File: src/rtl/search_display_if.sv
// Query bus between the search-mode block and the display driver:
// power/mode flags and the values they select, plus the display pins and busy.
interface search_display_if;
  logic       power_status;
  logic       search_use;
  logic       search_on;
  logic       search_reminder;
  logic [6:0] use_hh;
  logic [6:0] use_mm;
  logic [6:0] use_ss;
  logic [6:0] on_time;
  logic [6:0] remind_hh;
  logic [7:0] seg_en;
  logic [7:0] seg_out;
  logic       busy;

  modport master (
    output power_status, search_use, search_on, search_reminder,
    output use_hh, use_mm, use_ss, on_time, remind_hh,
    input  seg_en, seg_out, busy
  );

  modport slave (
    input  power_status, search_use, search_on, search_reminder,
    input  use_hh, use_mm, use_ss, on_time, remind_hh,
    output seg_en, seg_out, busy
  );
endinterface

File: src/rtl/search_display.sv
// Converts the value selected by the search flags to BCD (sequential double-dabble)
// and drives an 8-digit multiplexed seven-segment display.
module search_display #(
  parameter int SCAN_DIV    = 100_000,
  parameter int REFRESH_DIV = 10_000_000
) (
  input  logic          clk,
  input  logic          rst,
  search_display_if.slave bus
);
  localparam int SCAN_W = (SCAN_DIV > 1) ? $clog2(SCAN_DIV) : 1;
  localparam int REF_W  = (REFRESH_DIV > 1) ? $clog2(REFRESH_DIV) : 1;
  localparam logic [SCAN_W-1:0] SCAN_LAST = SCAN_W'(SCAN_DIV - 1);
  localparam logic [REF_W-1:0]  REF_LAST  = REF_W'(REFRESH_DIV - 1);

  typedef enum logic [1:0] {M_NONE, M_USE, M_ON, M_REM} mode_t;
  typedef enum logic [2:0] {S_IDLE, S_LOAD, S_SHIFT, S_NEXT, S_COMMIT} state_t;

  mode_t              mode, mode_q, mode_l, disp_mode;
  state_t             state;
  logic [SCAN_W-1:0]  scan_cnt;
  logic [REF_W-1:0]   ref_cnt;
  logic [2:0]         dig_idx;
  logic [2:0]         bit_cnt;
  logic [1:0]         fidx;
  logic [6:0]         fld [3];
  logic [6:0]         cur_fld;
  logic               cur_bit;
  logic [7:0]         bcd;
  logic [7:0]         dig [3];
  logic [7:0]         disp [3];
  logic               busy_r;
  logic               tick;
  logic [7:0]         seg_en_c, seg_out_c;

  function automatic logic [6:0] clamp99(input logic [6:0] v);
    return (v > 7'd99) ? 7'd99 : v;
  endfunction

  // One double-dabble iteration: add 3 to nibbles >= 5, then shift in the next bit.
  function automatic logic [7:0] dd_step(input logic [7:0] b, input logic in_bit);
    logic [7:0] a;
    a[7:4] = (b[7:4] >= 4'd5) ? b[7:4] + 4'd3 : b[7:4];
    a[3:0] = (b[3:0] >= 4'd5) ? b[3:0] + 4'd3 : b[3:0];
    return {a[6:0], in_bit};
  endfunction

  function automatic logic [7:0] seg_num(input logic [3:0] n);
    case (n)
      4'd0:    return 8'b1111_1100;
      4'd1:    return 8'b0110_0000;
      4'd2:    return 8'b1101_1010;
      4'd3:    return 8'b1111_0010;
      4'd4:    return 8'b0110_0110;
      4'd5:    return 8'b1011_0110;
      4'd6:    return 8'b1011_1110;
      4'd7:    return 8'b1110_0000;
      4'd8:    return 8'b1111_1110;
      4'd9:    return 8'b1111_0110;
      default: return 8'b0000_0000;
    endcase
  endfunction

  function automatic logic [7:0] seg_letter(input mode_t m);
    case (m)
      M_USE:   return 8'b0111_1100;
      M_ON:    return 8'b0011_1010;
      M_REM:   return 8'b0000_1010;
      default: return 8'b0000_0000;
    endcase
  endfunction

  always_comb begin
    mode = M_NONE;
    if (bus.power_status) begin
      if (bus.search_reminder)  mode = M_REM;
      else if (bus.search_on)   mode = M_ON;
      else if (bus.search_use)  mode = M_USE;
    end
  end

  assign tick = (ref_cnt == REF_LAST);

  // Scanner and refresh timebase free-run regardless of mode or blanking.
  always_ff @(posedge clk or negedge rst) begin
    if (!rst) begin
      scan_cnt <= '0;
      dig_idx  <= 3'd7;
      ref_cnt  <= '0;
    end else begin
      ref_cnt <= tick ? '0 : ref_cnt + 1'b1;
      if (scan_cnt == SCAN_LAST) begin
        scan_cnt <= '0;
        dig_idx  <= dig_idx - 3'd1;
      end else begin
        scan_cnt <= scan_cnt + 1'b1;
      end
    end
  end

  // Converter control: NONE beats restart, restart beats normal sequencing.
  always_ff @(posedge clk or negedge rst) begin
    if (!rst) begin
      state     <= S_IDLE;
      busy_r    <= 1'b0;
      mode_q    <= M_NONE;
      mode_l    <= M_NONE;
      disp_mode <= M_NONE;
      bit_cnt   <= '0;
      fidx      <= '0;
      for (int i = 0; i < 3; i++) disp[i] <= '0;
    end else begin
      mode_q <= mode;
      if (mode == M_NONE) begin
        state     <= S_IDLE;
        busy_r    <= 1'b0;
        disp_mode <= M_NONE;
        for (int i = 0; i < 3; i++) disp[i] <= '0;
      end else if (mode != mode_q) begin
        state  <= S_LOAD;
        busy_r <= 1'b1;
      end else begin
        case (state)
          S_IDLE: if (tick) begin
            state  <= S_LOAD;
            busy_r <= 1'b1;
          end
          S_LOAD: begin
            mode_l  <= mode;
            bit_cnt <= '0;
            fidx    <= '0;
            state   <= S_SHIFT;
          end
          S_SHIFT: begin
            bit_cnt <= bit_cnt + 3'd1;
            if (bit_cnt == 3'd5) state <= S_NEXT;
          end
          // NEXT performs the seventh shift while storing the field's digits.
          S_NEXT: begin
            bit_cnt <= '0;
            if (fidx < 2'd2) begin
              fidx  <= fidx + 2'd1;
              state <= S_SHIFT;
            end else begin
              state <= S_COMMIT;
            end
          end
          S_COMMIT: begin
            disp_mode <= mode_l;
            for (int i = 0; i < 3; i++) disp[i] <= dig[i];
            state  <= S_IDLE;
            busy_r <= 1'b0;
          end
          default: begin
            state  <= S_IDLE;
            busy_r <= 1'b0;
          end
        endcase
      end
    end
  end

  always_comb begin
    cur_fld = fld[0];
    case (fidx)
      2'd1:    cur_fld = fld[1];
      2'd2:    cur_fld = fld[2];
      default: cur_fld = fld[0];
    endcase
  end

  assign cur_bit = cur_fld[3'd6 - bit_cnt];

  // Conversion datapath; restarts always pass through LOAD, which reinitialises it.
  always_ff @(posedge clk) begin
    case (state)
      S_LOAD: begin
        bcd <= '0;
        case (mode)
          M_USE: begin
            fld[2] <= clamp99(bus.use_hh);
            fld[1] <= clamp99(bus.use_mm);
            fld[0] <= clamp99(bus.use_ss);
          end
          M_ON: begin
            fld[2] <= '0;
            fld[1] <= '0;
            fld[0] <= clamp99(bus.on_time);
          end
          default: begin
            fld[2] <= '0;
            fld[1] <= '0;
            fld[0] <= clamp99(bus.remind_hh);
          end
        endcase
      end
      S_SHIFT: bcd <= dd_step(bcd, cur_bit);
      S_NEXT: begin
        for (int i = 0; i < 3; i++)
          if (fidx == 2'(i)) dig[i] <= dd_step(bcd, cur_bit);
        bcd <= '0;
      end
      default: ;
    endcase
  end

  always_comb begin
    seg_en_c  = '0;
    seg_out_c = '0;
    if (disp_mode != M_NONE) begin
      seg_en_c = 8'b1 << dig_idx;
      case (dig_idx)
        3'd7: seg_out_c = seg_letter(disp_mode);
        3'd5: if (disp_mode == M_USE) seg_out_c = seg_num(disp[2][7:4]);
        3'd4: if (disp_mode == M_USE) seg_out_c = seg_num(disp[2][3:0]) | 8'h01;
        3'd3: if (disp_mode == M_USE) seg_out_c = seg_num(disp[1][7:4]);
        3'd2: if (disp_mode == M_USE) seg_out_c = seg_num(disp[1][3:0]) | 8'h01;
        3'd1: seg_out_c = seg_num(disp[0][7:4]);
        3'd0: seg_out_c = seg_num(disp[0][3:0]);
        default: seg_out_c = '0;
      endcase
    end
  end

  assign bus.seg_en  = seg_en_c;
  assign bus.seg_out = seg_out_c;
  assign bus.busy    = busy_r;
endmodule

File: src/flat_wrapper.sv
// flat-port wrapper written by rule: the top's interface ports become plain ports
module search_display_flat 
#(
  parameter int SCAN_DIV    = 100_000,
  parameter int REFRESH_DIV = 10_000_000
)
  (clk, rst, bus_power_status, bus_search_use, bus_search_on, bus_search_reminder, bus_use_hh, bus_use_mm, bus_use_ss, bus_on_time, bus_remind_hh, bus_seg_en, bus_seg_out, bus_busy);
  search_display_if bus_i ();
  input  logic clk;
  input  logic rst;
  input wire logic [$bits(bus_i.power_status)-1:0] bus_power_status;
  input wire logic [$bits(bus_i.search_use)-1:0] bus_search_use;
  input wire logic [$bits(bus_i.search_on)-1:0] bus_search_on;
  input wire logic [$bits(bus_i.search_reminder)-1:0] bus_search_reminder;
  input wire logic [$bits(bus_i.use_hh)-1:0] bus_use_hh;
  input wire logic [$bits(bus_i.use_mm)-1:0] bus_use_mm;
  input wire logic [$bits(bus_i.use_ss)-1:0] bus_use_ss;
  input wire logic [$bits(bus_i.on_time)-1:0] bus_on_time;
  input wire logic [$bits(bus_i.remind_hh)-1:0] bus_remind_hh;
  output wire logic [$bits(bus_i.seg_en)-1:0] bus_seg_en;
  output wire logic [$bits(bus_i.seg_out)-1:0] bus_seg_out;
  output wire logic [$bits(bus_i.busy)-1:0] bus_busy;
  assign bus_i.power_status = bus_power_status;
  assign bus_i.search_use = bus_search_use;
  assign bus_i.search_on = bus_search_on;
  assign bus_i.search_reminder = bus_search_reminder;
  assign bus_i.use_hh = bus_use_hh;
  assign bus_i.use_mm = bus_use_mm;
  assign bus_i.use_ss = bus_use_ss;
  assign bus_i.on_time = bus_on_time;
  assign bus_i.remind_hh = bus_remind_hh;
  assign bus_seg_en = bus_i.seg_en;
  assign bus_seg_out = bus_i.seg_out;
  assign bus_busy = bus_i.busy;
  search_display #(.SCAN_DIV(SCAN_DIV), .REFRESH_DIV(REFRESH_DIV)) u_core (.clk(clk), .rst(rst), .bus(bus_i));
endmodule
File: config.mk
export PLATFORM = sky130hd
export DESIGN_NAME = search_display_flat
export DESIGN_NICKNAME = d
export VERILOG_FILES = /design/src/rtl/search_display_if.sv /design/src/rtl/search_display.sv /design/src/flat_wrapper.sv
export SDC_FILE = /design/constraint.sdc
export NUM_CORES = 1
export LEC_CHECK = 0
export CAP_MARGIN = 20
export CORE_MARGIN = 3
export CORE_UTILIZATION = 54
export DETAILED_ROUTE_END_ITERATION = 8
export PLACE_DENSITY = 0.87
export SLEW_MARGIN = 20
export SYNTH_ARGS = -nofsm -noshare
export SYNTH_HDL_FRONTEND = slang
export SYNTH_SLANG_ARGS = --single-unit
File: constraint.sdc
create_clock -name clk -period 2 [get_ports clk]
set_input_delay 0.5 -clock clk [delete_from_list [all_inputs] [get_ports clk]]
set_output_delay 0.5 -clock clk [all_outputs]
set_load 0.02 [all_outputs]
==> impl_metrics.tcl, run 1 <==
set metrics [dict create \
    status "finished with violations" \
    violations "negative setup slack" \
    max_slew_margin_pct 55.8 \
    root_buffer "clkbuf_16" \
    ys_seq_elements 136 \
    slowest_delay_ns 0.59 \
    fin_crit_ns 2.72 \
    fmax_mhz 368 \
    syn_inst 765 \
    first_global_vias 6904 \
    grt_antenna_before_repair 0 \
    core_um2 14000 \
    finalMaxSlewViolations 0 \
    start_util_pct 55.8 \
    htreeDepth 4 \
    nNetsFinal 1040 \
    dp_hpwl_mm 13.1 \
    syn-num-nets 859 \
    cp.required_ns 1.50 \
    area_delta_synth_final_pct 36.8 \
    cp_max_fo 4 \
    setup_viol 31 \
    clkTransAtPathRegs_ns 0.06 \
    grt_pass1_wl_mm 34.3 \
    grt_overflow_total 0 \
    postRouteAntennaNets 0 \
    stdcell_area_um2 10700 \
    drive_gt1_share_pct 28.4 \
    period_share_pct 136 \
    hold_class "register to register" \
    port_buffers 57 \
    drcViolationCount 0 \
    cts_buffer_depth 2 \
    cap_violations 0 \
    io_pins 58 \
    wl_mm 21.6 \
    peakVddDrop_mv 0.723 \
    hold-worst-slack_ns 0.486 \
    power.density_nw_per_um2 833 \
    grt_max_degree 62 \
    ys_seq_area_share_pct 47.1 \
    cts_tree "done" \
    grt_util_all_layers_pct 26.9 \
    drt_iter0_drc 517 \
    ys.flop_type "dfrtp_1" \
    async_reset_ff_share_pct 61.0 \
    first_pass_iters 5 \
    crit_path_cell_trace "inv_4 > ha_2 > nand3_2 > buf_4 > nor2_1 > o21ai_0 > o2111ai_2 > o21ba_4 > buf_6" \
    syn-cell-area_um2 7800 \
    finalClockSkew_ns 0.00812 \
    yosysWarnings 0 \
    r2r_setup_slack_ns -0.06 \
    n_antenna_cell 0 \
    instances_no_fill 1139 \
    synth_edf_count 53 \
    cp-end-kind "output pin" \
    vias 6670 \
    die-area_um2 15900 \
    p_leak_nw 4.75 \
    wl_per_cell_um 19.0 \
    crit_slowest_cell "dfstp_2" \
    worstMarginPinSlew_ns 0.656 \
    crit_type "register to output pin" \
    rsz0062_at_grt "yes" \
    hold_viol 0 \
    ys_types 62 \
    numCtsBuffers 17 \
    die_w_um 126 \
    gp_congestion 0.941 \
    clock_sinks 136 \
    rows 43 \
    start_kind "register" \
    synth.avg_cell_area_um2 10.2 \
    arrival_ns 2.22 \
    routed_via_density 5.86 \
    clk_latency_ns 0.43 \
    placed_cells_incl_taps 1095 \
    placed_area_um2 9550 \
    setup_slack_ns -0.717 \
    die_y_um 126 \
]
per-stage QoR:
step / setup TNS (ns) / power (W) / setup WS [ns] / utilization [%]
detailed placement: -36.31 / 0.00490 / -0.653 / 68.3
floorplan: -0.0838 / 0.00427 / -0.0390 / -
global placement: -32.50 / 0.00481 / -0.591 / 68.3
finish: -7.46 / 0.00889 / -0.717 / 76.3
global route: -9.45 / 0.00917 / -0.787 / 76.3
CTS: -7.23 / 0.00862 / -0.689 / 74.9
worst max-delay path, delay by kind of cell, from the launching register on:
family,cells,cell delay [ns]
adders and majority gates,1,0.23
AOI/OAI and AO/OA,3,0.50
and+or+nand+nor,2,0.14
buffers and inverters,3,0.31
DFF,1,0.59
routing by layer:
layer,share of wire (%),global-route usage (%)
met5,0,0
met4,4.2,13.5
met3,4.9,5.22
met2,53,48.0
met1,38,30.6
cells by family (layout without fill, tap and decap cells):
logic type,count (synthesis),after routing,share of synthesized area [%]
adder cells (fa/ha/maj),53,53,8.50
buffers and inverters,68,262,3.46
multiplexers,38,38,5.00
AND/OR/NAND/NOR,274,274,17.9
AO/OA/AOI/OAI,150,150,12.9
flip-flops,136,136,47.1
XOR/XNOR,46,46,5.17
what timing repair did:
action                     CTS  global route
setup endpoints to repair   73            77
setup buffers                7             4
pin swaps                    9             8
hold buffers                 1             0
gates cloned                 3             0
resized for setup          123            47
hold endpoints to repair    19             0
cell type report:
type	count	area (um2)
timing repair buffer	190	1640
fill	825	3320
clock inverter	10	156
multi-input combinational	561	4300
inverter	40	155
tap	180	225
sequential	136	3670
clock buffer	22	518
synthesized netlist by cell type (all sizes together), types with 6 or more instances:
master	instances	area (um2)
o21ai	45	225
inv	40	150
o22ai	7	43.8
nor3	8	40.0
xnor2	30	263
nand3	25	125
and4	6	52.6
and3	16	100
nand4	6	37.5
nand2	48	180
o21a	10	75.1
xor2	16	140
nor4	6	43.8
mux2i	36	360
clkbuf	22	82.6
edfxtp	53	1590
a21oi	31	155
o211ai	8	65.1
buf	6	37.5
and2	16	100
a221oi	10	87.6
nor2	86	323
a31oi	8	50.1
dfrtp	80	2000
nand2b	19	119
nor2b	18	113
ha	53	663
cells in the final DEF (no fill, tap or decap), types with 7 or more instances in the layout:
cell type          n
inv_1             34
o211ai_1           7
mux2i_1           32
and2_1            10
ha_1              42
xnor2_1           30
xor2_1            16
buf_4            119
edfxtp_1          53
nand3_1           23
a21oi_1           25
o22ai_1            7
clkbuf_16         21
o21ai_0           41
nor2b_1           15
and3_1            16
o21a_1            10
buf_2              7
clkdlybuf4s50_1   36
nor2_1            83
dfrtp_1           78
nand2_1           48
buf_6             17
nand2b_1          17
report_power, final:
| part | internal [W] | total (W) | switching, W |
|---|---|---|---|
| Clock | 0.00234 | 0.00357 | 0.00123 |
| Combinational | 0.000823 | 0.00191 | 0.00109 |
| Sequential | 0.00325 | 0.00341 | 0.000154 |
| Total | 0.00642 | 0.00889 | 0.00247 |
path summary, 6_finish.rpt:
kind,depth (start not counted),startpoint,end
setup / recovery,9,u_core.dig_idx[0],bus_seg_out[1]
hold / removal,2,u_core.dig[0][8],u_core.disp[8]
setup reg to reg,10,u_core.mode_q[0],u_core.disp[22]
hold reg to reg,2,u_core.dig[0][8],u_core.disp[8]
max in group asynchronous,3,rst,u_core.fidx[0]
min in group asynchronous,2,rst,u_core.scan_cnt[0]
registers in the layout, indices dropped and copies added (netlist names):
| signal | cells |
|---|---|
| u_core.bcd | 8 |
| u_core.bit_cnt | 3 |
| u_core.bus.busy | 1 |
| u_core.dig | 24 |
| u_core.dig_idx | 3 |
| u_core.disp | 24 |
| u_core.disp_mode | 2 |
| u_core.fidx | 2 |
| u_core.fld | 21 |
| u_core.mode_l | 2 |
| u_core.mode_q | 2 |
| u_core.ref_cnt | 24 |
| u_core.scan_cnt | 17 |
| u_core.state | 3 |
No activity file was read; power rests on OpenSTA's default activity.
==> inputs of run 2 (changes only) <==
--- a/config.mk
+++ b/config.mk
@@ -9,6 +9,7 @@
 export CORE_MARGIN = 3
 export CORE_UTILIZATION = 54
 export DETAILED_ROUTE_END_ITERATION = 8
+export HOLD_SLACK_MARGIN = 0.03
 export PLACE_DENSITY = 0.87
 export SLEW_MARGIN = 20
 export SYNTH_ARGS = -nofsm -noshare
==> results of run 2 <==
Same layout as run 1: the final DEF is identical, and so are final timing and power.
==> inputs of run 3 (changes only) <==
--- a/config.mk
+++ b/config.mk
@@ -15,3 +15,4 @@
 export SYNTH_ARGS = -nofsm -noshare
 export SYNTH_HDL_FRONTEND = slang
 export SYNTH_SLANG_ARGS = --single-unit
+export TNS_END_PERCENT = 100
==> results of run 3 <==
Same layout as run 1: the final DEF is identical, and so are final timing and power.
